--- config.mk ---
export PLATFORM = sky130hd
export DESIGN_NAME = ctx_cost_rmw_sched
export DESIGN_NICKNAME = d
export VERILOG_FILES = /design/src/rtl/ctx_cost_rmw_sched.sv
export SDC_FILE = /design/constraint.sdc
export NUM_CORES = 1
export LEC_CHECK = 0
export ABC_AREA = 1
export CAP_MARGIN = 30
export CORE_MARGIN = 2
export CORE_UTILIZATION = 41
export DETAILED_ROUTE_END_ITERATION = 12
export GPL_TIMING_DRIVEN = 0
export PLACE_DENSITY_LB_ADDON = 0.12
export SLEW_MARGIN = 20
export SYNTH_ARGS = -nofsm -noshare
export SYNTH_HDL_FRONTEND = slang
export SYNTH_SLANG_ARGS = --single-unit
export TNS_END_PERCENT = 50
--- constraint.sdc ---
create_clock -name clk -period 2.1 [get_ports clk]
set_input_delay 0.42 -clock clk [delete_from_list [all_inputs] [get_ports clk]]
set_output_delay 0.42 -clock clk [all_outputs]
set_load 0.05 [all_outputs]
--- src/rtl/ctx_cost_rmw_sched.sv ---
// Round-robin read-modify-write scheduler sharing one context bit-cost register file among cost-update engines.
// Optional CTX_RMW_SAT_EN: clamp the updated cost to [0, 2^DATA_W-1] instead of wrapping.
module ctx_cost_rmw_sched #(
  parameter int NUM_REQ = 4,
  parameter int NUM_CTX = 24,
  parameter int DATA_W  = 16
) (
  input  logic                      clk,
  input  logic                      rst_n,
  input  logic [NUM_REQ-1:0]        req_valid,
  output logic [NUM_REQ-1:0]        req_ready,
  input  logic [5*NUM_REQ-1:0]      req_ctx,
  input  logic [NUM_REQ-1:0]        req_bin,
  input  logic [DATA_W*NUM_REQ-1:0] req_delta,
  output logic                      rsp_valid,
  output logic [2:0]                rsp_id,
  output logic [DATA_W-1:0]         rsp_cost,
  output logic                      rsp_err,
  output logic                      busy,
  output logic                      rf_we,
  output logic [7:0]                rf_ctx_addr,
  output logic                      rf_bin_val,
  output logic [DATA_W-1:0]         rf_bit_cost_in,
  output logic [4:0]                rf_read_ctx_addr,
  output logic                      rf_read_bin_sel,
  input  logic [DATA_W-1:0]         rf_bit_cost_out
);

  typedef enum logic [1:0] {IDLE, RD, WR} state_t;

  state_t                    state;
  logic [2:0]                rr_ptr;
  logic [7:0]                valid_ext;
  logic [4:0]                ctx_arr   [8];
  logic                      bin_arr   [8];
  logic signed [DATA_W-1:0]  delta_arr [8];
  logic                      gnt_found;
  logic [2:0]                gnt_idx;
  logic [3:0]                scan;
  logic signed [DATA_W-1:0]  delta_p0;
  logic [2:0]                id_p0;
  logic signed [DATA_W+1:0]  sum_p1;
  logic                      in_range_p1;

  function automatic logic [DATA_W-1:0] reduce_cost(input logic signed [DATA_W+1:0] s);
`ifdef CTX_RMW_SAT_EN
    if (s < 0)
      return '0;
    else if (s > $signed({2'b00, {DATA_W{1'b1}}}))
      return '1;
    else
      return DATA_W'(s);
`else
    return DATA_W'(s);
`endif
  endfunction

  // Unpack the flat request buses into fixed 8-entry views so a 3-bit grant index selects exactly.
  always_comb begin
    valid_ext = '0;
    for (int i = 0; i < 8; i++) begin
      ctx_arr[i]   = '0;
      bin_arr[i]   = 1'b0;
      delta_arr[i] = '0;
    end
    for (int i = 0; i < NUM_REQ; i++) begin
      valid_ext[i] = req_valid[i];
      ctx_arr[i]   = req_ctx[5*i +: 5];
      bin_arr[i]   = req_bin[i];
      delta_arr[i] = req_delta[DATA_W*i +: DATA_W];
    end
  end

  always_comb begin
    gnt_found = 1'b0;
    gnt_idx   = '0;
    scan      = '0;
    for (int k = 0; k < NUM_REQ; k++) begin
      scan = {1'b0, rr_ptr} + 4'(k);
      if (scan >= 4'(NUM_REQ))
        scan = scan - 4'(NUM_REQ);
      if (!gnt_found && valid_ext[scan[2:0]]) begin
        gnt_found = 1'b1;
        gnt_idx   = scan[2:0];
      end
    end
  end

  assign req_ready = (state == IDLE && gnt_found) ? (NUM_REQ'(1'b1) << gnt_idx) : '0;
  assign busy      = (state != IDLE);

  // p0: payload latched at accept
  always_ff @(posedge clk) begin
    if (state == IDLE && gnt_found) begin
      delta_p0 <= delta_arr[gnt_idx];
      id_p0    <= gnt_idx;
    end
  end

  // p1: combinational read data joins the delta in the RD cycle
  assign sum_p1      = $signed({2'b00, rf_bit_cost_out}) + $signed({{2{delta_p0[DATA_W-1]}}, delta_p0});
  assign in_range_p1 = ({1'b0, rf_read_ctx_addr} < 6'(NUM_CTX));

  always_ff @(posedge clk or negedge rst_n) begin
    if (!rst_n) begin
      state            <= IDLE;
      rr_ptr           <= '0;
      rsp_valid        <= 1'b0;
      rsp_id           <= '0;
      rsp_cost         <= '0;
      rsp_err          <= 1'b0;
      rf_we            <= 1'b0;
      rf_ctx_addr      <= '0;
      rf_bin_val       <= 1'b0;
      rf_bit_cost_in   <= '0;
      rf_read_ctx_addr <= '0;
      rf_read_bin_sel  <= 1'b0;
    end else begin
      rf_we     <= 1'b0;
      rsp_valid <= 1'b0;
      case (state)
        IDLE: begin
          if (gnt_found) begin
            rf_read_ctx_addr <= ctx_arr[gnt_idx];
            rf_read_bin_sel  <= bin_arr[gnt_idx];
            state            <= RD;
          end
        end
        RD: begin
          rsp_valid      <= 1'b1;
          rsp_id         <= id_p0;
          rf_ctx_addr    <= {3'b000, rf_read_ctx_addr};
          rf_bin_val     <= rf_read_bin_sel;
          rf_bit_cost_in <= reduce_cost(sum_p1);
          if (in_range_p1) begin
            rf_we    <= 1'b1;
            rsp_err  <= 1'b0;
            rsp_cost <= reduce_cost(sum_p1);
          end else begin
            rsp_err  <= 1'b1;
            rsp_cost <= '0;
          end
          state <= WR;
        end
        WR: begin
          rr_ptr <= (id_p0 == 3'(NUM_REQ-1)) ? 3'd0 : id_p0 + 3'd1;
          state  <= IDLE;
        end
        default: state <= IDLE;
      endcase
    end
  end

endmodule
==> results of run 1 <==
==> cell families after synthesis <==
| group | share of synthesized area [%] |
|---|---|
| AND/OR/NAND/NOR | 28.7 |
| buffers and inverters | 8.17 |
| flip-flops | 43.7 |
| AO/OA/AOI/OAI | 12.0 |
| XOR/XNOR | 1.77 |
| other | 0.0842 |
| adder cells (fa/ha/maj) | 5.50 |
==> final timing paths <==
kind	to	slack (ns)	cells past startpoint
setup / recovery	req_ready[3]	-0.65	11
hold / removal	rr_ptr[2]$_DFFE_PN0N_	0.11	1
setup reg to reg	delta_p0[4]$_DFFE_PP_	-0.45	16
hold reg to reg	rf_ctx_addr[0]$_DFFE_PN0P_	0.47	2
max in group asynchronous	rr_ptr[0]$_DFFE_PN0N_	1.52	1
min in group clk	rf_ctx_addr[0]$_DFFE_PN0P_	0.47	2
==> repair_timing <==
| action | in CTS | in global routing |
|---|---|---|
| cloned | 1 | 1 |
| resized for setup | 60 | 20 |
| pin swaps | 17 | 18 |
| hold buffers | 0 | 0 |
| setup endpoints to repair | 53 | 66 |
| setup buffers | 19 | 7 |
==> worst reg2reg max path: cells and delay by family, from the launching register on <==
kind / cells / cell delay (ns)
AOI/OAI and AO/OA: 2 / 0.36
buffers and inverters: 6 / 0.84
DFF: 1 / 0.45
and+or+nand+nor: 8 / 0.61
==> per-layer routing <==
| metal | part of all wire, % | track usage, % | vias up |
|---|---|---|---|
| met5 | 0 | 0 | - |
| met4 | 1.9 | 8.06 | 0 |
| met3 | 6.2 | 4.58 | 20 |
| met2 | 50 | 37.9 | 168 |
| met1 | 42 | 27.7 | 2026 |
| li1 | - | - | 2252 |
==> sequential cells by signal, summed over array words and instances, names as in the netlist <==
signal	cells
rsp_valid	1
rf_bit_cost_in	16
delta_p0	16
rf_read_bin_sel	1
rf_ctx_addr	5
rf_we	1
rf_bin_val	1
rf_read_ctx_addr	5
state	2
rsp_cost	16
rsp_err	1
rr_ptr	3
rsp_id	3
id_p0	3
==> cells in the mapped netlist (3+ instances only) <==
| master | instances | area [um2] |
|---|---|---|
| a21oi_1 | 15 | 75.1 |
| buf_4 | 6 | 45.0 |
| buf_6 | 9 | 101 |
| clkbuf_1 | 7 | 26.3 |
| dfrtp_1 | 55 | 1380 |
| edfxtp_1 | 19 | 571 |
| ha_1 | 18 | 225 |
| inv_1 | 43 | 161 |
| nand2_1 | 158 | 593 |
| nand2_2 | 7 | 43.8 |
| nand3_1 | 54 | 270 |
| nand3_2 | 3 | 30.0 |
| nand3b_1 | 3 | 22.5 |
| nand4_1 | 6 | 37.5 |
| nor2_1 | 43 | 161 |
| nor3_1 | 4 | 20.0 |
| o211ai_1 | 16 | 120 |
| o21ai_0 | 27 | 135 |
| o21ai_1 | 24 | 120 |
| o21bai_1 | 5 | 37.5 |
| xnor2_1 | 7 | 61.3 |
==> metrics by stage <==
stage	worst slack, ns	cells	hold slack [ns]
finish	-0.651	905	0.108
global route	-0.757	905	0.151
CTS	-0.662	897	0.127
detailed placement	-1.22	861	0.462
global placement	-1.21	861	0.442
floorplan	-0.327	557	0.124
==> final cells by class <==
class	count	area, um2
flip-flops and latches	74	1950
clock buffers	15	198
plain buffers	24	211
clock inverters	1	5.00
repair inverters	1	7.51
repair buffers	191	1900
multi-input cells	412	2360
well taps	140	175
fillers	927	3700
inverters	47	195
==> impl_metrics.csv, run 1 <==
group,metric,value,unit
timing,tightestPinTransition,0.679,ns
setup_path,reg2reg_from,"rr_ptr[0]$_DFFE_PN0N_",
floorplan,num_rows,38,
timing,min_period_over_period,131,%
synth,synth_cells,554,
placed_design,placement.cell_area,6360,um2
setup_path,crit_start,"rr_ptr[0]$_DFFE_PN0N_",
route,via_per_inst,4.93,
layout,mostFrequentLayoutCells,"clkdlybuf4s50_1 (156), nand2_1 (150), dfrtp_1 (54)",
timing,fmaxAchievable,363,MHz
setup_path,crit_family,"simple AND/OR/NAND/NOR gates",
clock_tree,htree_levels,3,
timing,rsz0062_at_grt,"true",
placed_design,gp_congestion,0.896,
setup_path,crit_slowest_cell,"dfrtp_2",
timing,setup_viol,26,
timing,setup_tns,-8.38,ns
layout,final_util,65.4,%
synth,yosysWarningCount,0,
flow_run,maxCapViolations,0,
layout,design_area,6990,um2
grt,antenna_found_initial,0,
synth,ys_seq_elements,74,
grt,grt-ovfl-total,0,
clock_tree,root_buffer,"clkbuf_8",
status,outcome,"finished, violations left",
setup_path,path_class,"reg -> out",
setup_path,critPathCaptureType,"primary output",
route,routed_wl,13000,um
layout,drive_gt1_share,15.6,%
setup_path,path_cells,"inv_6 > ha_4 > inv_4 > nand3_4 > nand3_2 > nand4_1 > nand2_2 > nor2_4 > buf_8 > nor3_4 > buf_6",
route,drtIter0Drc,212,
clock_tree,clk_pin_slew,0.07,ns
floorplan,die_area,11700,um2
setup_path,crit_fanout,5,
clock_tree,cts_sinks,74,
placed_design,portBuffers,164,
setup_path,cp.required,1.68,ns
min_path,hp-class,"in -> async",
grt,gr-usage-all-layers,22.1,%
grt,grt_pass1_wl,20200,um
synth,async_flop_share,74.3,%
layout,antenna_cells,0,
floorplan,die_w,108,um
synth,synth_area_per_cell,8.04,um2
synth,synth_ff_type,"dfrtp_1",
synth,synthesis.area,4460,um2
layout,final_net_count,889,
floorplan,die_y,108,um
timing,fin_ws,-0.651,ns
timing,final_hold_viol_count,0,
setup_path,worst-path-buf-inv,4,
placed_design,hpwlAfterDp,10100,um
status,failed_checks,"setup timing",
route,first_pass_iters,5,
route,drc_errors,0,
route,num_vias,4466,
layout,final_common_cell,"clkdlybuf4s50_1",
setup_path,critPathMaxStageDelay,0.45,ns
floorplan,core_area,10700,um2
timing,min_period,2.75,ns
layout,area_growth,57.0,%
route,post_drt_wl_per_cell,14.3,um
clock_tree,cts_tree,"done",
synth,ys_seq_area_share,43.7,%
synth,synth.distinct_cells,37,
clock_tree,clock_path_buffers,2,
floorplan,num_io_pins,168,
timing,clock_skew,0.00857,ns
setup_path,cp.arrival,2.33,ns
setup_path,start_kind,"flip-flop",
timing,max_slew_margin,54.7,%
timing,drv_slew,0,
synth,synth_edf_count,19,
grt,grt_pass1_vias,4348,
clock_tree,insertion_delay,0.35,ns
floorplan,start_util,41.6,%
grt,grt_max_degree,56,
clock_tree,cts_buffers,9,
route,antenna_left,0,
Power of run 1 is left out: the tool's default activity adds up to more than one toggle a clock period on the data nets, which glitch-free logic cannot reach.
==> run 2: changes to the inputs <==
CORE_UTILIZATION = 45   (was 41)
HOLD_SLACK_MARGIN = 0.08   (was unset)
SETUP_SLACK_MARGIN = 0.5   (was unset)
clock period = 2.95 ns   (was 2.1 ns; I/O delays follow)
==> run 2 against run 1 <==
The run now ends clean. Critical path depth is 1 higher. First-iteration DRC count increased by 6.6%. Non-clock buffer count shrank 4. Register-to-register slack improved by 1.1 ns. Sequential share of layout area increased by 0.44 points. Die area decreased by 8.6%. Worst hold slack improved by 0.18 ns.
==> impl_metrics.csv, run 2 (synthesis gave the netlist of run 1 again) <==
group,metric,value,unit
setup_path,critPathCaptureType,"primary output",
timing,clock_skew,0.00730,ns
setup_path,timing.rr.end,"delta_p0[1]$_DFFE_PP_",
placed_design,hpwlAfterDp,9880,um
clock_tree,root_buffer,"clkbuf_8",
grt,gr-usage-all-layers,23.0,%
placed_design,gp_congestion,0.907,
setup_path,crit_fanout,5,
timing,holdWs,0.292,ns
clock_tree,cts_tree,"done",
grt,grt_max_degree,56,
setup_path,start_kind,"flip-flop",
min_path,hp-class,"in -> async",
timing,max_slew_margin,55.5,%
timing,min_period,2.89,ns
grt,grt-ovfl-total,0,
grt,grt_pass1_vias,4239,
timing,fmaxAchievable,346,MHz
route,routed_wl,12500,um
route,antenna_left,0,
grt,grt_pass1_wl,20200,um
layout,finalNonFillerCells,894,
layout,design_area,6890,um2
timing,drv_slew,0,
setup_path,cp.required,2.36,ns
setup_path,path_class,"reg -> out",
floorplan,start_util,46.0,%
clock_tree,cts_buffers,9,
timing,final_hold_viol_count,0,
route,drtIter0Drc,226,
route,drc_errors,0,
clock_tree,cts_sinks,74,
timing,tightestPinTransition,0.668,ns
setup_path,reg2reg_from,"rr_ptr[0]$_DFFE_PN0N_",
route,num_vias,4447,
layout,final_util,71.1,%
layout,reg_top3,"delta_p0 x16, rf_bit_cost_in x16, rsp_cost x16",
layout,mostFrequentLayoutCells,"clkdlybuf4s50_1 (155), nand2_1 (148), dfrtp_1 (54)",
route,post_drt_wl_per_cell,14.0,um
clock_tree,insertion_delay,0.33,ns
timing,min_period_over_period,98.0,%
layout,antenna_cells,0,
status,outcome,"completed",
floorplan,num_rows,36,
placed_design,place_inst,854,
floorplan,core_area,9680,um2
floorplan,die_area,10700,um2
placed_design,portBuffers,164,
setup_path,r2r_setup_slack,0.62,ns
floorplan,die_w,104,um
setup_path,r2r_cells,13,
flow_run,maxCapViolations,0,
layout,area_growth,54.6,%
layout,final_common_cell,"clkdlybuf4s50_1",
timing,rsz0062_at_grt,"true",
clock_tree,clk_pin_slew,0.08,ns
timing,setup_viol,0,
placed_design,placement.cell_area,6350,um2
setup_path,cp.arrival,2.30,ns
clock_tree,htree_levels,3,
layout,drive_gt1_share,14.6,%
clock_tree,clock_path_buffers,2,
route,via_per_inst,4.97,
layout,final_net_count,885,
grt,antenna_found_initial,0,
floorplan,die_y,104,um
route,first_pass_iters,5,
floorplan,num_io_pins,168,
## run 2: changes by cell type in the layout (fill, tap and decap cells not counted), moves of 3 or more
cell / delta
nand3_2: -5
nand3_4: +3
o21ai_0: +4
buf_6: -4
o21ai_1: -4
dlygate4sd2_1: +3
ha_1: +3
## run 2: worst max-delay path by stage
stage | end | cells past startpoint | startpoint
global placement | req_ready[1] | 13 | req_valid[2]
detailed placement | req_ready[1] | 13 | req_valid[3]
CTS | req_ready[0] | 12 | rr_ptr[0]$_DFFE_PN0N_
global route | req_ready[1] | 11 | rr_ptr[0]$_DFFE_PN0N_
floorplan | req_ready[1] | 12 | rr_ptr[0]$_DFFE_PN0N_
finish | req_ready[0] | 12 | rr_ptr[0]$_DFFE_PN0N_
## run 2: final cells by class
cell class	count	area, um2
Buffer	24	208
Clock buffer	12	165
Clock inverter	4	23.8
Fill cell	750	2800
Inverter	47	195
Multi-Input combinational cell	412	2360
Sequential cell	74	1950
Tap cell	133	166
Timing Repair Buffer	187	1820
Timing Repair inverter	1	7.51
## run 2: per-stage QoR
stage / setup TNS, ns / setup slack, ns
2_1_floorplan: 0 / 0.353
3_3_place_gp: -16.90 / -0.694
3_5_place_dp: -2.76 / -0.713
4_1_cts: 0 / 0.108
5_1_grt: -0.0448 / -0.0288
6_report: 0 / 0.0597
## run 2: repair_timing
action / 4_1_cts / 5_1_grt
gates cloned: 0 / 1
setup endpoints to repair: 29 / 23
resized for setup: 65 / 8
pin swaps: 26 / 7
hold buffers: 0 / 0
buffers inserted: 22 / 1
## run 2: worst max-delay path, cell delays in order (launching register included)
cell,delay (ns)
dfrtp_2,0.46
buf_6,0.15
ha_4,0.15
nand4_1,0.12
buf_4,0.14
nand3_4,0.09
nand2_2,0.09
nand2_2,0.06
nand2_4,0.08
nand2_8,0.08
buf_8,0.14
nor3_4,0.21
buf_6,0.19
## run 2: metal layers
metal / up-vias / share of wire (%) / track usage, % / wire length [um]
li1: 2247 / - / - / -
met3: 19 / 6.3 / 3.90 / 782
met1: 2010 / 43 / 30.0 / 5340
met2: 171 / 49 / 39.4 / 6150
met4: 0 / 1.8 / 7.14 / 225
met5: - / 0 / 0 / 0
Power of run 2 is left out for the same reason.
==> run 3: changes to the inputs <==
ABC_CLOCK_PERIOD_IN_PS = 2950   (was unset)
HOLD_SLACK_MARGIN = unset   (was 0.08)
PLACE_DENSITY = 0.81   (was unset)
PLACE_DENSITY_LB_ADDON = unset   (was 0.12)
==> run 3 against run 2 <==
Die area is the same. Non-clock buffer count increased by 2. Sequential cell count did not move. Highest routed layer unchanged. Final area fell by 0.16%. Register-to-register slack worse by 0.05 ns. First-iteration DRC count decreased by 8.8%.
==> impl_metrics.csv, run 3 (synthesis gave the netlist of run 1 again) <==
group,metric,value,unit
status,outcome,"completed",
timing,max_slew_margin,55.9,%
setup_path,cp.required,2.36,ns
grt,grt_pass1_wl,22000,um
floorplan,core_area,9680,um2
clock_tree,cts_sinks,74,
timing,setup_viol,0,
route,via_per_inst,5.21,
layout,final_common_cell,"clkdlybuf4s50_1",
route,num_vias,4669,
timing,drv_slew,0,
timing,min_period,2.95,ns
placed_design,portBuffers,164,
timing,final_hold_viol_count,0,
timing,tightestPinTransition,0.661,ns
setup_path,cp.arrival,2.36,ns
route,routed_wl,13700,um
clock_tree,cts_tree,"done",
grt,grt_pass1_vias,4602,
grt,busiest_layer,"met2",
setup_path,crit_fanout,4,
placed_design,gp_congestion,0.934,
layout,drive_gt1_share,14.4,%
floorplan,die_y,104,um
placed_design,place_inst,854,
grt,grt_use_met1,31.4,%
grt,grt-ovfl-total,0,
layout,area_growth,54.3,%
setup_path,start_kind,"flip-flop",
setup_path,critPathCaptureType,"primary output",
route,antenna_left,0,
clock_tree,root_buffer,"clkbuf_8",
clock_tree,hold_buffers,0,
route,post_drt_wl_per_cell,15.3,um
flow_run,maxCapViolations,0,
floorplan,die_w,104,um
setup_path,timing.rr.end,"id_p0[1]$_DFFE_PP_",
setup_path,path_class,"reg -> out",
placed_design,hpwlAfterDp,10300,um
grt,grt_max_degree,56,
clock_tree,clk_pin_slew,0.08,ns
setup_path,r2r_cells,9,
layout,antenna_cells,0,
timing,min_period_over_period,99.9,%
min_path,hp-class,"in -> async",
layout,reg_top3,"delta_p0 x16, rf_bit_cost_in x16, rsp_cost x16",
clock_tree,cts_buffers,9,
route,drtIter0Drc,206,
clock_tree,insertion_delay,0.36,ns
timing,fmaxAchievable,339,MHz
setup_path,reg2reg_from,"rr_ptr[0]$_DFFE_PN0N_",
setup_path,r2r_setup_slack,0.57,ns
grt,gr-usage-all-layers,25.3,%
clock_tree,clock_path_buffers,2,
clock_tree,htree_levels,3,
layout,mostFrequentLayoutCells,"clkdlybuf4s50_1 (155), nand2_1 (148), dfrtp_1 (54)",
layout,finalNonFillerCells,896,
route,drc_errors,0,
floorplan,die_area,10700,um2
grt,antenna_found_initial,0,
timing,clock_skew,0.0152,ns
floorplan,num_rows,36,
grt,gr-usage-met2,43.7,%
timing,rsz0062_at_grt,"true",
floorplan,num_io_pins,168,
layout,num-fill-cells,744,
route,first_pass_iters,5,
grt,grt_util_met3,3.96,%
floorplan,start_util,46.0,%
layout,final_net_count,887,
-- run 3: how the worst max path moves through the flow --
stage                          start            to  slack (ns)  cells past startpoint
2_1_floorplan  rr_ptr[0]$_DFFE_PN0N_  req_ready[1]        0.35                     12
3_3_place_gp            req_valid[2]  req_ready[1]       -0.66                     13
3_5_place_dp            req_valid[3]  req_ready[1]       -0.71                     13
4_1_cts        rr_ptr[0]$_DFFE_PN0N_  req_ready[0]        0.08                     11
5_1_grt        rr_ptr[0]$_DFFE_PN0N_  req_ready[1]       -0.05                     14
6_report       rr_ptr[0]$_DFFE_PN0N_  req_ready[1]       0.002                     14
-- run 3: critical path, stage by stage (launching register included) --
cell and delay [ns]:
dfrtp_2 0.42, inv_6 0.05, ha_4 0.29, inv_4 0.05, nand3_4 0.07, inv_2 0.06
nor2_4 0.13, nand2_2 0.09, nand2_2 0.08, nand2_4 0.07, nand2_8 0.10, inv_8 0.03
buf_8 0.12, nor3_4 0.23, buf_6 0.19
-- run 3: final cells by class --
| class | count | area, um2 | share of cell area [%] |
|---|---|---|---|
| inverters | 47 | 198 | 2.88 |
| clock buffers | 12 | 166 | 2.42 |
| repair inverters | 1 | 5.00 | 0.0728 |
| multi-input cells | 412 | 2320 | 33.8 |
| flip-flops and latches | 74 | 1950 | 28.3 |
| well taps | 133 | 166 | 2.42 |
| clock inverters | 4 | 31.3 | 0.455 |
| repair buffers | 189 | 1830 | 26.6 |
| plain buffers | 24 | 208 | 3.02 |
-- run 3: stage by stage --
step	hold slack [ns]	worst slack [ns]	utilization [%]	setup TNS (ns)	cell area [um2]
after CTS	0.277	0.0772	70.5	0	6830
after detailed placement	0.450	-0.706	65.6	-2.79	6350
after global placement	0.441	-0.659	65.6	-14.68	6350
final	0.266	0.00200	71.0	0	6880
after global routing	0.331	-0.0537	71.0	-0.0979	6880
after floorplan	0.294	0.353	-	0	4540
-- run 3: layer usage --
metal	wire, um	vias up
met5	0	-
met4	437	0
met3	969	44
met2	6760	209
met1	5570	2167
li1	-	2249
-- run 3: timing repair --
item | in CTS | in global routing
gates resized for setup | 60 | 8
setup buffers | 23 | 2
endpoints found under the setup margin | 29 | 15
endpoints found under the hold margin | 0 | 0
cloned | 0 | 1
pin swaps | 30 | 8
Power of run 3 is left out for the same reason.
